File: config.mk
export PLATFORM = sky130hd
export DESIGN_NAME = imm_stage_ctrl
export DESIGN_NICKNAME = d
export VERILOG_FILES = /design/src/rtl/imm_stage_ctrl.sv
export SDC_FILE = /design/constraint.sdc
export NUM_CORES = 1
export LEC_CHECK = 0
export BUFFER_PORTS_ARGS = -buffer_cell sky130_fd_sc_hd__buf_4
export CORE_ASPECT_RATIO = 1.1
export CORE_MARGIN = 2
export CORE_UTILIZATION = 45
export CTS_BUF_LIST = sky130_fd_sc_hd__clkbuf_8
export CTS_CLUSTER_DIAMETER = 100
export CTS_CLUSTER_SIZE = 14
export DETAILED_ROUTE_END_ITERATION = 10
export GPL_ROUTABILITY_DRIVEN = 0
export GPL_TIMING_DRIVEN = 0
export MAX_ROUTING_LAYER = met4
export PLACE_DENSITY = 0.79
export SYNTH_ARGS = -nofsm -noshare
export SYNTH_HDL_FRONTEND = slang
export SYNTH_SLANG_ARGS = --single-unit
export TNS_END_PERCENT = 1
File: constraint.sdc
create_clock -name clk -period 6.1 [get_ports clk]
set_clock_uncertainty 0.1 [all_clocks]
set_input_delay 0.305 -clock clk [delete_from_list [all_inputs] [get_ports clk]]
set_output_delay 0.305 -clock clk [all_outputs]
set_load 0.05 [all_outputs]
File: src/rtl/imm_stage_ctrl.sv
// imm_stage_ctrl
// Decode-stage controller for the 16-bit immediate extender. Each incoming
// instruction word is classified by its opcode. The immediate is extracted and
// extended, and the branch target (pc + 1 + imm) is precomputed. All of this is
// registered into a one-entry valid/ready slot that sits between IF/ID and ID/EX.
//
// Ports
//   clk         rising-edge clock
//   rst         synchronous, active-high reset
//   in_valid    instruction word and PC present
//   in_ready    slot can accept this cycle (combinational from slot state)
//   in_instr    16-bit instruction word
//   in_pc       PC of the instruction (word address)
//   flush       discard held and incoming instruction
//   out_valid   registered result valid
//   out_ready   execute stage consumes result
//   out_sel     extension selector code applied
//   out_imm     extended immediate
//   out_target  in_pc + 1 + extended immediate (wraps modulo 2^16)
//   out_instr   registered instruction word
module imm_stage_ctrl (
    input  logic        clk,
    input  logic        rst,
    input  logic        in_valid,
    output logic        in_ready,
    input  logic [15:0] in_instr,
    input  logic [15:0] in_pc,
    input  logic        flush,
    output logic        out_valid,
    input  logic        out_ready,
    output logic [2:0]  out_sel,
    output logic [15:0] out_imm,
    output logic [15:0] out_target,
    output logic [15:0] out_instr
);

    // Extension selector codes
    localparam logic [2:0] IM0    = 3'd0;
    localparam logic [2:0] IM3    = 3'd1;
    localparam logic [2:0] IM4    = 3'd2;
    localparam logic [2:0] IM5    = 3'd3;
    localparam logic [2:0] IM8    = 3'd4;
    localparam logic [2:0] IM11   = 3'd5;
    localparam logic [2:0] IM_TO8 = 3'd6;

    localparam logic [15:0] NOP_WORD = 16'h0800;

    // Opcodes (instr[15:11])
    localparam logic [4:0] OP_B      = 5'b00010;
    localparam logic [4:0] OP_BEQZ   = 5'b00100;
    localparam logic [4:0] OP_BNEZ   = 5'b00101;
    localparam logic [4:0] OP_SHIFT  = 5'b00110;
    localparam logic [4:0] OP_ADDIU3 = 5'b01000;
    localparam logic [4:0] OP_ADDIU  = 5'b01001;
    localparam logic [4:0] OP_T      = 5'b01100;
    localparam logic [4:0] OP_LW     = 5'b10011;
    localparam logic [4:0] OP_SW     = 5'b11011;

    logic        valid_reg;
    logic [2:0]  sel_reg;
    logic [15:0] imm_reg;
    logic [15:0] target_reg;
    logic [15:0] instr_reg;

    logic [2:0]  sel_next;
    logic [15:0] imm_next;
    logic [15:0] target_next;
    logic [4:0]  op;
    logic        load;

    // Sign-extended candidates for each signed field width.
    logic [15:0] sext4;
    logic [15:0] sext5;
    logic [15:0] sext8;
    logic [15:0] sext11;

    assign op = in_instr[15:11];

    // Low bits come straight from the field. Upper bits replicate the field MSB.
    generate
        for (genvar gi = 0; gi < 16; gi++) begin : g_sext
            assign sext4[gi]  = (gi < 4)  ? in_instr[gi] : in_instr[3];
            assign sext5[gi]  = (gi < 5)  ? in_instr[gi] : in_instr[4];
            assign sext8[gi]  = (gi < 8)  ? in_instr[gi] : in_instr[7];
            assign sext11[gi] = (gi < 11) ? in_instr[gi] : in_instr[10];
        end
    endgenerate

    // Opcode classification and immediate selection for the incoming word.
    always_comb begin
        sel_next = IM0;
        imm_next = 16'h0000;
        unique case (op)
            OP_ADDIU, OP_BEQZ, OP_BNEZ: begin
                sel_next = IM8;
                imm_next = sext8;
            end
            OP_T: begin
                // Only BTEQZ ([10:8]=000) carries an 8-bit offset in this group.
                if (in_instr[10:8] == 3'b000) begin
                    sel_next = IM8;
                    imm_next = sext8;
                end
            end
            OP_ADDIU3: begin
                sel_next = IM4;
                imm_next = sext4;
            end
            OP_B: begin
                sel_next = IM11;
                imm_next = sext11;
            end
            OP_LW, OP_SW: begin
                sel_next = IM5;
                imm_next = sext5;
            end
            OP_SHIFT: begin
                // A shift amount of 0 encodes a shift by 8. Shift amounts are unsigned.
                if (in_instr[4:2] == 3'b000) begin
                    sel_next = IM_TO8;
                    imm_next = 16'h0008;
                end else begin
                    sel_next = IM3;
                    imm_next = {13'd0, in_instr[4:2]};
                end
            end
            default: begin
                sel_next = IM0;
                imm_next = 16'h0000;
            end
        endcase
    end

    // Wraps silently modulo 2^16.
    assign target_next = in_pc + 16'd1 + imm_next;

    assign in_ready = !valid_reg || out_ready;
    assign load     = in_valid && in_ready && !flush;

    always_ff @(posedge clk) begin
        if (rst) begin
            valid_reg  <= 1'b0;
            sel_reg    <= IM0;
            imm_reg    <= 16'h0000;
            target_reg <= 16'h0000;
            instr_reg  <= NOP_WORD;
        end else if (flush) begin
            // Data fields keep their stale values. Only validity is cleared.
            valid_reg <= 1'b0;
        end else if (load) begin
            // This also covers consume+load in the same edge (back-to-back).
            valid_reg  <= 1'b1;
            sel_reg    <= sel_next;
            imm_reg    <= imm_next;
            target_reg <= target_next;
            instr_reg  <= in_instr;
        end else if (out_ready) begin
            valid_reg <= 1'b0;
        end
    end

    assign out_valid  = valid_reg;
    assign out_sel    = sel_reg;
    assign out_imm    = imm_reg;
    assign out_target = target_reg;
    assign out_instr  = instr_reg;

endmodule
==> results by group, run 1 <==
Run status
  • Status: complete, no violations

Power
  • Peak VDD IR: between 0.1 and 0.15 mV
  • Power per Cell Area: 217 nW/µm²
  • Total Power: ~0.00079 W
  • Leak pwr: 1.69 nW

Floorplan
  • Die height: 86.4 µm
  • Ports: 90
  • Rows: 30
  • Die width: around 80 µm
  • Initial cell density of the core: 45.6%
  • Core area: 6080 µm²
  • Full die area: 6810 µm²

Synth
  • Async SR Flop Fraction: 0%
  • Number of flops mapped to enable cells by yosys: 0
  • Synth cell types: 55
  • Yosys reg bits: 47
  • Primary FF master, synth: dfxtp_1
  • Top post-synthesis cells by area: dfxtp_1, a21oi_1, ha_1, nand2_1, o21ai_0
  • Register area share after synthesis: about a third
  • Most frequent cell after synthesis: nand2_1
  • Cells after Synth: 359
  • Synth top area share: 33.9%
  • Synthesized area: 2780 µm²
  • Ys Warns: 0
  • List of most frequent post-synthesis cells: nand2_1, dfxtp_1, a21oi_1
  • Synth area leader: dfxtp_1
  • Net count after synthesis: 413
  • Synth Area per Inst: 7.73 µm²

STA
  • Final WS setup: 2.59 ns
  • Max Freq: 285 MHz
  • Setup TNS Final: 0 ns
  • Worst Tran Pin Value: 0.652 ns
  • Min Tclk post-route: 3.51 ns
  • RSZ-0062 raised after global routing: no
  • Number of setup violations in the final report: 0
  • Final slew viol count: 0
  • Rel. slew slack: 56.4%
  • Final number of hold-violating endpoints: 0
  • Tcrit/Tclk final: 57.5%

Clock network
  • Resized cells post-CTS: 0
  • TritonCTS clock tree: done
  • CTS max path bufs: 2
  • H-Tree Level Count: 2
  • Setup Buffers After CTS: 0
  • Clk root buf: clkbuf_8
  • Cts hold-fix bufs: 0
  • TritonCTS Buffers: 5
  • Clock Pin Slew Worst Setup and Hold Paths: 0.10 ns
  • Latest clock arrival within the worst-skew pair: 0.31 ns
  • Clk sink count: 47

Job
  • MaxCap Viol Count: 0

Critical path
  • Crit path launch: in_instr[13]
  • Critical Path Sink Type: register
  • Worst R2R Path Depth: 8
  • Worst endpoint data arrival time: between 3 and 4 ns
  • Crit Path Category: in2reg
  • Worst Setup Start Kind: input pin
  • RR Endpoint: out_target[8]
  • R2r startpoint: out_valid
  • Crit Path Max Fanout: 10
  • Worst Setup EP: out_target[8]
  • Req. time, crit path: 6.20 ns
  • R2R setup slack: approximately 4.0 ns

Global routing
  • GRT Residual Overflow: 0
  • First-pass GRT wire length: 12000 µm
  • Maximum number of pins on one net before global-route repair: 17
  • Vias in the first global route: roughly 2600
  • Antenna violations before repair: 0
  • GRT Total Usage: around 23%

Hold path
  • Min-delay src: flush
  • Worst hold path class: in2reg

Routing
  • DR DRC count: 0
  • Post-Route WL: 7850 µm
  • DR WL/cell: ~15 µm
  • Post-route ant nets: 0
  • TritonRoute pass-1 iters: 4
  • Vias: between 2000 and 3000
  • DRT iter0 DRCs: 114
  • DR vias/cell: 5.56

Cells and area
  • Fin util: 59.5%
  • Layout Nets: 507
  • Layout cells sized above 1: a little under a quarter
  • N_diodes: 0
  • P&R area growth vs syn: 30.4%

Placement
  • PortBufs: 87
  • Hpwl dp: 6130 µm
  • Pre-CTS WS: 2.27 ns
==> cell type report <==
cell class                      instances  area, µm²
Buffer                                 24        114
Clock buffer                            5       68.8
Clock inverter                          3       22.5
Fill cell                             576       2460
Inverter                               16       60.1
Multi-Input combinational cell        272       1660
Sequential cell                        47        941
Tap cell                               80        100
Timing Repair Buffer                   87        653
==> cell families after synthesis <==
family	synth area share [%]
simple gates	23.7
fa+ha+maj	7.94
flops	33.9
xor+xnor	1.26
buf+inv	6.27
compound gates	26.9
==> metal layers <==
metal / share of wire (%) / vias up / global-route usage (%) / routed length, µm
met2: 48 / 102 / 37.5 / 3790
met5: 0 / - / - / 0
li1: - / 1470 / - / -
met4: 2.1 / 0 / 7.05 / 168
met3: 6.2 / 16 / 4.79 / 486
met1: 43 / 1383 / 28.6 / 3400
==> layout by cell type, fill, tap and decap left out, types with 2 or more instances in the layout <==
master / synthesis / final
o2111ai_1: 2 / 2
and3_1: 2 / 2
xor2_1: 2 / 2
o21ba_1: 2 / 2
buf_4: 6 / 93
xnor2_1: 2 / 2
nand3b_1: 3 / 3
nor4_1: 2 / 2
o21a_1: 4 / 4
nor2b_1: 3 / 3
a2111oi_0: 2 / 2
o21ai_1: 2 / 2
dfxtp_1: 47 / 47
nand3_1: 12 / 12
o211a_1: 2 / 2
clkbuf_1: 14 / 14
a22o_1: 3 / 3
inv_1: 16 / 16
or2_2: 2 / 2
buf_1: 3 / 3
or3_1: 6 / 6
ha_1: 16 / 16
clkbuf_8: 0 / 5
nor2_1: 25 / 25
nand2b_1: 5 / 5
inv_6: 0 / 2
nor3_1: 13 / 13
nand4_1: 2 / 2
nor4b_1: 2 / 2
o31ai_1: 9 / 9
nand2_1: 52 / 52
and2_1: 2 / 2
a21o_1: 8 / 8
o21ai_0: 19 / 19
a21oi_1: 42 / 42
a31oi_1: 4 / 4
a211oi_1: 3 / 3
==> how the worst min path moves through the flow <==
stage	to	slack [ns]	cells after the start
after floorplan	out_valid	0.28	1
after global placement	out_target[5]	0.34	2
after detailed placement	out_target[4]	0.35	2
after CTS	out_valid	0.07	2
after global routing	out_valid	0.07	2
final	out_valid	0.07	2
==> report_power, final <==
group / leakage, nW / internal, W / switching [W]
registers: 0.385 / 0.000324 / 0.00000976
logic: 1.25 / 0.0000887 / 0.000163
clock network: 0.0489 / 0.0000832 / 0.000118
total: 1.69 / 0.000496 / 0.000291
==> stage by stage <==
stage	std cells	hold slack, ns	cell area (µm²)
floorplan	359	0.284	2780
global placement	526	0.342	3530
detailed placement	526	0.348	3530
CTS	534	0.0688	3620
global route	534	0.0693	3620
finish	534	0.0692	3620
==> critical path: stages <==
cell       delay [ns]
buf_4            0.11
clkbuf_1         0.30
or2b_1           0.16
o22ai_1          0.09
a21oi_1          0.15
o21ai_1          0.14
a22oi_1          0.32
ha_1             0.21
inv_1            0.05
fa_1             0.40
a21o_1           0.17
a21oi_1          0.25
o21ai_0          0.15
a2111oi_0        0.55
or4_1            0.20
nand3_1          0.06
==> state kept, by name, indices dropped and copies added (netlist names) <==
| register | cells |
|---|---|
| out_valid | 1 |
| out_instr | 16 |
| out_sel | 3 |
| out_target | 16 |
| out_imm | 11 |
Power figures use the tool's default switching activity.
==> run 2, diff against run 1 <==
==> constraint.sdc (replaced) <==
create_clock -name clk -period 3.64 [get_ports clk]
set_clock_uncertainty 0.1 [all_clocks]
set_input_delay 0.182 -clock clk [delete_from_list [all_inputs] [get_ports clk]]
set_output_delay 0.182 -clock clk [all_outputs]
set_load 0.05 [all_outputs]
==> results by group, run 2 (synthesized netlist as in run 1, its figures left out) <==
Job
  • MaxCap Viol Count: 0 (unchanged)

Routing
  • DRT iter0 DRCs: 133 (was 114)
  • Vias: 2972 (was 2971)
  • DR DRC count: 0 (unchanged)
  • DR WL/cell: 14.7 µm (about the same)
  • Post-route ant nets: 0 (unchanged)
  • Post-Route WL: 7860 µm (was 7850 µm)
  • DR vias/cell: 5.57 (was 5.56)
  • TritonRoute pass-1 iters: 4 (unchanged)

Cells and area
  • Most frequent cells in the layout: buf_4, nand2_1, dfxtp_1 (unchanged)
  • Fin util: 59.7% (was 59.5%)
  • Most common cell after layout, fill and taps aside: buf_4 (unchanged)
  • Storage element area: 941 µm² (unchanged)
  • Post-Layout Inst Area: 3630 µm² (was 3620 µm²)
  • Layout Nets: 507 (unchanged)
  • Final std cells w/o fill: 534 (unchanged)
  • N_diodes: 0 (unchanged)
  • Layout cells sized above 1: 23.6% (unchanged)
  • # fillers: 574 (was 576)
  • Multi-input gate area: 1660 µm² (about the same)
  • P&R area growth vs syn: 30.7% (was 30.4%)

Run status
  • Status: complete, no violations (unchanged)

Floorplan
  • Die width: 78.9 µm (unchanged)
  • Rows: 30 (unchanged)
  • Core area: 6080 µm² (unchanged)
  • Full die area: 6810 µm² (unchanged)
  • Die height: 86.4 µm (unchanged)
  • Ports: 90 (unchanged)
  • Initial cell density of the core: 45.6% (unchanged)

STA
  • Worst Tran Pin Value: 0.667 ns (was 0.652 ns)
  • Number of setup violations in the final report: 0 (unchanged)
  • Setup TNS Final: 0 ns (unchanged)
  • Final number of hold-violating endpoints: 0 (unchanged)
  • Min Tclk post-route: 3.26 ns
  • RSZ-0062 raised after global routing: no (unchanged)
  • Tcrit/Tclk final: about nine tenths
  • Final slew viol count: 0 (unchanged)
  • Max Freq: around 300 MHz
  • Rel. slew slack: 55.3% (was 56.4%)

Clock network
  • H-Tree Level Count: 2 (unchanged)
  • Clk sink count: 47 (unchanged)
  • Clock Pin Slew Worst Setup and Hold Paths: 0.10 ns (about the same)
  • Clk root buf: clkbuf_8 (unchanged)
  • TritonCTS clock tree: done (unchanged)
  • CTS max path bufs: 2 (unchanged)
  • TritonCTS Buffers: 5 (unchanged)
  • Latest clock arrival within the worst-skew pair: 0.31 ns (about the same)

Global routing
  • GR Util met3: 4.79% (unchanged)
  • Maximum number of pins on one net before global-route repair: 17 (unchanged)
  • GRT Total Usage: 22.9% (unchanged)
  • Met1 usage: 28.6% (unchanged)
  • Routing usage on met2: 37.5% (unchanged)
  • GR peak layer: met2 (unchanged)
  • Vias in the first global route: 2550 (unchanged)
  • GRT Residual Overflow: 0 (unchanged)
  • Antenna violations before repair: 0 (unchanged)
  • First-pass GRT wire length: 12000 µm (unchanged)

Placement
  • PortBufs: 87 (unchanged)
  • Placed Area: 3530 µm² (unchanged)
  • Hpwl dp: 6130 µm (unchanged)
  • Inst Count DP: 526 (unchanged)

Power
  • Power per Cell Area: 364 nW/µm² (was 217 nW/µm²)
  • Total Power: 0.00132 W (was 0.000787 W)
  • Leak pwr: 1.69 nW (about the same)
  • Peak VDD IR: 0.174 mV (was 0.104 mV)

Critical path
  • R2r startpoint: out_valid (unchanged)
  • Worst Setup Start Kind: input pin (unchanged)
  • Worst R2R Path Depth: 8 (unchanged)
  • RR Endpoint: out_target[8] (unchanged)
  • R2R setup slack: 1.53 ns (was 4.00 ns)
  • Critical Path Sink Type: register (unchanged)
  • Req. time, crit path: 3.74 ns (was 6.20 ns)
  • Crit Path Max Fanout: 10 (unchanged)
  • Crit Path Category: in2reg (unchanged)
  • Worst endpoint data arrival time: 3.36 ns (was 3.61 ns)

Hold path
  • Min-delay src: in_instr[0] (was flush)
  • Worst hold path class: in2reg (unchanged)
  • Hold path cells: 3 (was 2)
  • WHS Endpoint: out_instr[0] (was out_valid)
## run 2: report_power, final
group	leakage, nW	switching (W)	internal [W]	total (W)
clock network	0.0489	0.000199	0.000139	0.000338
registers	0.385	0.0000163	0.000543	0.000559
logic	1.26	0.000273	0.000149	0.000423
## run 2: per-stage QoR
step                setup slack, ns  hold WS [ns]
finish                        0.383        0.0283
global route                 0.0539        0.0152
CTS                           0.267        0.0218
detailed placement          -0.0626         0.281
global placement             0.0373         0.273
floorplan                     0.526         0.161
## run 2: worst max path at each step
stage | end | startpoint | slack (ns) | cells after the start
3_3_place_gp | out_target[8] | in_instr[13] | 0.04 | 16
3_5_place_dp | out_target[8] | in_instr[13] | -0.06 | 16
6_report | out_target[12] | in_instr[11] | 0.38 | 15
4_1_cts | out_target[8] | in_instr[13] | 0.27 | 16
2_1_floorplan | out_target[8] | in_instr[13] | 0.53 | 15
5_1_grt | out_target[8] | in_instr[11] | 0.05 | 15
## run 2: worst max-delay path, cell delays in order
cell and delay (ns):
buf_4 0.10, clkbuf_1 0.32, inv_1 0.16, a21oi_1 0.15, o21ai_1 0.14, a22oi_1 0.32, ha_1 0.21, inv_1 0.05
fa_1 0.40, a21o_1 0.17, a21oi_1 0.25, o21ai_0 0.17, a21boi_1 0.29, nor4b_1 0.09, or3b_1 0.35
## run 2: timing repair
item	4_1_cts	5_1_grt
buffers inserted	0	0
hold buffers	1	0
resized for setup	0	1
setup endpoints to repair	0	1
endpoints found under the hold margin	1	0
## run 2: area by class of cell
cell class	instances	share of cell area [%]
Multi-Input combinational cell	272	45.8
Sequential cell	47	25.9
Timing Repair Buffer	88	18.3
Buffer	23	3.04
Tap cell	80	2.76
Clock buffer	5	1.90
Inverter	16	1.66
Clock inverter	3	0.621
## run 2: per-layer routing
metal	wire, µm	part of all wire, %
met3	491	6.2
met4	120	1.5
met5	0	0
met2	3800	48
met1	3450	44
==> run 3, diff against run 2 <==
--- a/config.mk
+++ b/config.mk
@@ -5,6 +5,7 @@
 export SDC_FILE = /design/constraint.sdc
 export NUM_CORES = 1
 export LEC_CHECK = 0
+export ABC_AREA = 1
 export BUFFER_PORTS_ARGS = -buffer_cell sky130_fd_sc_hd__buf_4
 export CORE_ASPECT_RATIO = 1.1
 export CORE_MARGIN = 2
@@ -14,9 +15,9 @@
 export CTS_CLUSTER_SIZE = 14
 export DETAILED_ROUTE_END_ITERATION = 10
 export GPL_ROUTABILITY_DRIVEN = 0
-export GPL_TIMING_DRIVEN = 0
+export GPL_TIMING_DRIVEN = 1
 export MAX_ROUTING_LAYER = met4
-export PLACE_DENSITY = 0.79
+export PLACE_DENSITY = 0.78
 export SYNTH_ARGS = -nofsm -noshare
 export SYNTH_HDL_FRONTEND = slang
 export SYNTH_SLANG_ARGS = --single-unit
==> results by group, run 3 <==
Floorplan
  • Core area: 6520 µm² (was 6080 µm²)
  • Rows: 31 (was 30)
  • Die height: 89.4 µm (was 86.4 µm)
  • Initial cell density of the core: 45.8% (was 45.6%)
  • Die width: 81.7 µm (was 78.9 µm)
  • Full die area: 7300 µm² (was 6810 µm²)
  • Ports: 90 (unchanged)

Synth
  • Most frequent cell after synthesis: nand2_1 (unchanged)
  • List of most frequent post-synthesis cells: nand2_1, nor2_1, inv_1 (was nand2_1, dfxtp_1, a21oi_1)
  • Primary FF master, synth: dfxtp_1 (unchanged)
  • Register area share after synthesis: 31.5% (was 33.9%)
  • Async SR Flop Fraction: 0% (unchanged)
  • Synth Area per Inst: 6.69 µm² (was 7.73 µm²)
  • Synth cell types: 45 (was 55)
  • Top post-synthesis cells by area: dfxtp_1, nand2_1, nor2_1, inv_1, ha_1 (was dfxtp_1, a21oi_1, ha_1, nand2_1, o21ai_0)
  • Synthesized area: 2990 µm² (was 2780 µm²)
  • Synth top area share: 31.5% (was 33.9%)
  • Number of flops mapped to enable cells by yosys: 0 (unchanged)
  • Yosys reg bits: 47 (unchanged)
  • Cells after Synth: 446 (was 359)
  • Synth area leader: dfxtp_1 (unchanged)
  • Ys Warns: 0 (unchanged)
  • Net count after synthesis: 500 (was 413)

Critical path
  • Crit Path Max Fanout: 6 (was 10)
  • Critical path's most frequent cell: nand2_1
  • Worst endpoint data arrival time: 3.04 ns (was 3.36 ns)
  • R2r startpoint: out_valid (unchanged)
  • CP top delay family: simple AND/OR/NAND/NOR gates (was compound AO/OA/AOI/OAI gates)
  • Critical Path Sink Type: register (unchanged)
  • Crit path launch: in_instr[9] (was in_instr[11])
  • CP max stage delay: 0.53 ns (was 0.40 ns)
  • Req. time, crit path: 3.75 ns (was 3.74 ns)
  • CP Buf/Inv Count: 6 (was 4)
  • Critical path's slowest cell: dlygate4sd3_1 (was fa_1)
  • Worst Setup Start Kind: input pin (unchanged)
  • Critical Path, Cell by Cell: dlygate4sd3_1 -> buf_4 -> nor2_1 -> nand2_1 -> inv_1 -> nand2_1 -> nand3_4 -> clkinv_2 -> nand2_4 -> a22oi_2 -> ha_1 -> inv_1 -> fa_1 -> nand3_1 -> nand2_1 -> a21boi_1 -> or2_1 -> nand2_1 -> nand2_1 -> nand3_1 -> nand2_1 -> inv_1 (was buf_4 -> clkbuf_1 -> inv_1 -> a21oi_1 -> o21ai_1 -> a22oi_1 -> ha_1 -> inv_1 -> fa_1 -> a21o_1 -> a21oi_1 -> o21ai_0 -> a21boi_1 -> nor4b_1 -> or3b_1)
  • Crit Path Category: in2reg (unchanged)

Job
  • MaxCap Viol Count: 0 (unchanged)

STA
  • Worst Tran Pin Value: 0.975 ns (was 0.667 ns)
  • Number of setup violations in the final report: 0 (unchanged)
  • Tcrit/Tclk final: 80.5% (was 89.5%)
  • Setup TNS Final: 0 ns (unchanged)
  • Final number of hold-violating endpoints: 0 (unchanged)
  • Min Tclk post-route: 2.93 ns (was 3.26 ns)
  • Min Hold Slack: 0.0188 ns (was 0.0283 ns)
  • Final slew viol count: 0 (unchanged)
  • Max Freq: 341 MHz (was 307 MHz)
  • RSZ-0062 raised after global routing: no (unchanged)
  • Rel. slew slack: 34.8% (was 55.3%)

Cells and area
  • Layout Nets: 581 (was 507)
  • Most frequent cells in the layout: buf_4, nand2_1, nor2_1 (was buf_4, nand2_1, dfxtp_1)
  • Final std cells w/o fill: 610 (was 534)
  • Layout cells sized above 1: 24.6% (was 23.6%)
  • P&R area growth vs syn: 26.4% (was 30.7%)
  • Most common cell after layout, fill and taps aside: buf_4 (unchanged)
  • N_diodes: 0 (unchanged)

Clock network
  • TritonCTS Buffers: 5 (unchanged)
  • Clock Pin Slew Worst Setup and Hold Paths: 0.10 ns (about the same)
  • Cts hold-fix bufs: 1 (unchanged)
  • Resized cells post-CTS: 0 (unchanged)
  • Clk sink count: 47 (unchanged)
  • Clk root buf: clkbuf_8 (unchanged)
  • Latest clock arrival within the worst-skew pair: 0.31 ns (about the same)
  • Setup Buffers After CTS: 0 (unchanged)
  • TritonCTS clock tree: done (unchanged)
  • CTS max path bufs: 2 (unchanged)
  • H-Tree Level Count: 2 (unchanged)

Global routing
  • GRT Total Usage: 23.4% (was 22.9%)
  • Maximum number of pins on one net before global-route repair: 49 (was 17)
  • First-pass GRT wire length: 12700 µm (was 12000 µm)
  • GRT Residual Overflow: 0 (unchanged)
  • Vias in the first global route: 2825 (was 2550)
  • Antenna violations before repair: 0 (unchanged)

Routing
  • DR DRC count: 0 (unchanged)
  • TritonRoute pass-1 iters: 5 (was 4)
  • DRT iter0 DRCs: 212 (was 133)
  • Post-Route WL: 7990 µm (was 7860 µm)
  • DR vias/cell: 4.97 (was 5.57)
  • DR WL/cell: 13.1 µm (was 14.7 µm)
  • Vias: 3031 (was 2972)
  • Post-route ant nets: 0 (unchanged)

Hold path
  • Worst hold path class: in2reg (unchanged)
  • Min-delay src: in_instr[8] (was in_instr[0])

Placement
  • Hpwl dp: 6190 µm (was 6130 µm)
  • PortBufs: 89 (was 87)
  • Inst Count DP: 600 (was 526)

Run status
  • Status: complete, no violations (unchanged)

Power
  • Leak pwr: 2.09 nW (was 1.69 nW)
  • Peak VDD IR: 0.181 mV (was 0.174 mV)
  • Power per Cell Area: 367 nW/µm² (was 364 nW/µm²)
## run 3: cell types whose count changed in the layout (fill, tap and decap cells not counted), sizes merged, moves of 10 or more
cell / previous run / this run
o21ai: 21 / 36
nand3: 12 / 28
a21oi: 42 / 32
clkbuf: 18 / 5
nand2: 52 / 90
inv: 18 / 67
nor2: 25 / 81
## run 3: layout make-up
cell class              instances  area, µm²
clock buffers                   5       68.8
clock inverters                 3       22.5
fillers                       623       2740
inverters                      66        249
multi-input cells             315       1700
flip-flops and latches         47        941
well taps                      82        103
repair buffers                 92        696
## run 3: power by group
group	switching (W)	internal (W)
clock network	0.000198	0.000139
registers	0.0000191	0.000549
logic	0.000321	0.000159
total	0.000538	0.000847
## run 3: worst paths after layout
| path | end | slack, ns | cells past startpoint |
|---|---|---|---|
| hold reg to reg | out_sel[0] | 0.38 | 2 |
| setup / recovery | out_target[14] | 0.71 | 22 |
| hold / removal | out_instr[8] | 0.02 | 3 |
| setup reg to reg | out_sel[0] | 1.46 | 6 |
## run 3: kinds of logic after synthesis
family                     synth area share, %
DFF                                       31.5
xor gates and xnor gates                  1.76
and+or+nand+nor                           32.1
buffers and inverters                     11.7
AOI/OAI and AO/OA                         15.6
adders and majority gates                 7.38
## run 3: metrics by stage
stage / utilization [%] / total power, W / area (µm²) / setup WS [ns]
after floorplan: - / 0.000914 / 2990 / 1.27
after global placement: 56.2 / 0.00105 / 3660 / 0.971
after detailed placement: 56.2 / 0.00106 / 3660 / 0.870
after CTS: 57.8 / 0.00140 / 3760 / 1.17
after global routing: 57.9 / 0.00146 / 3770 / 0.503
final: 57.9 / 0.00139 / 3770 / 0.710
## run 3: layer usage
layer / global-route usage [%] / up-vias / part of all wire [%]
met5: - / - / 0
met4: 9.85 / 0 / 2.7
met3: 4.55 / 14 / 6.8
met2: 38.6 / 109 / 48
met1: 27.8 / 1344 / 43
li1: - / 1564 / -
## run 3: worst min-delay path, stage by stage
cell,delay (ns)
buf_4,0.09
nor2_1,0.04
nor2_1,0.08
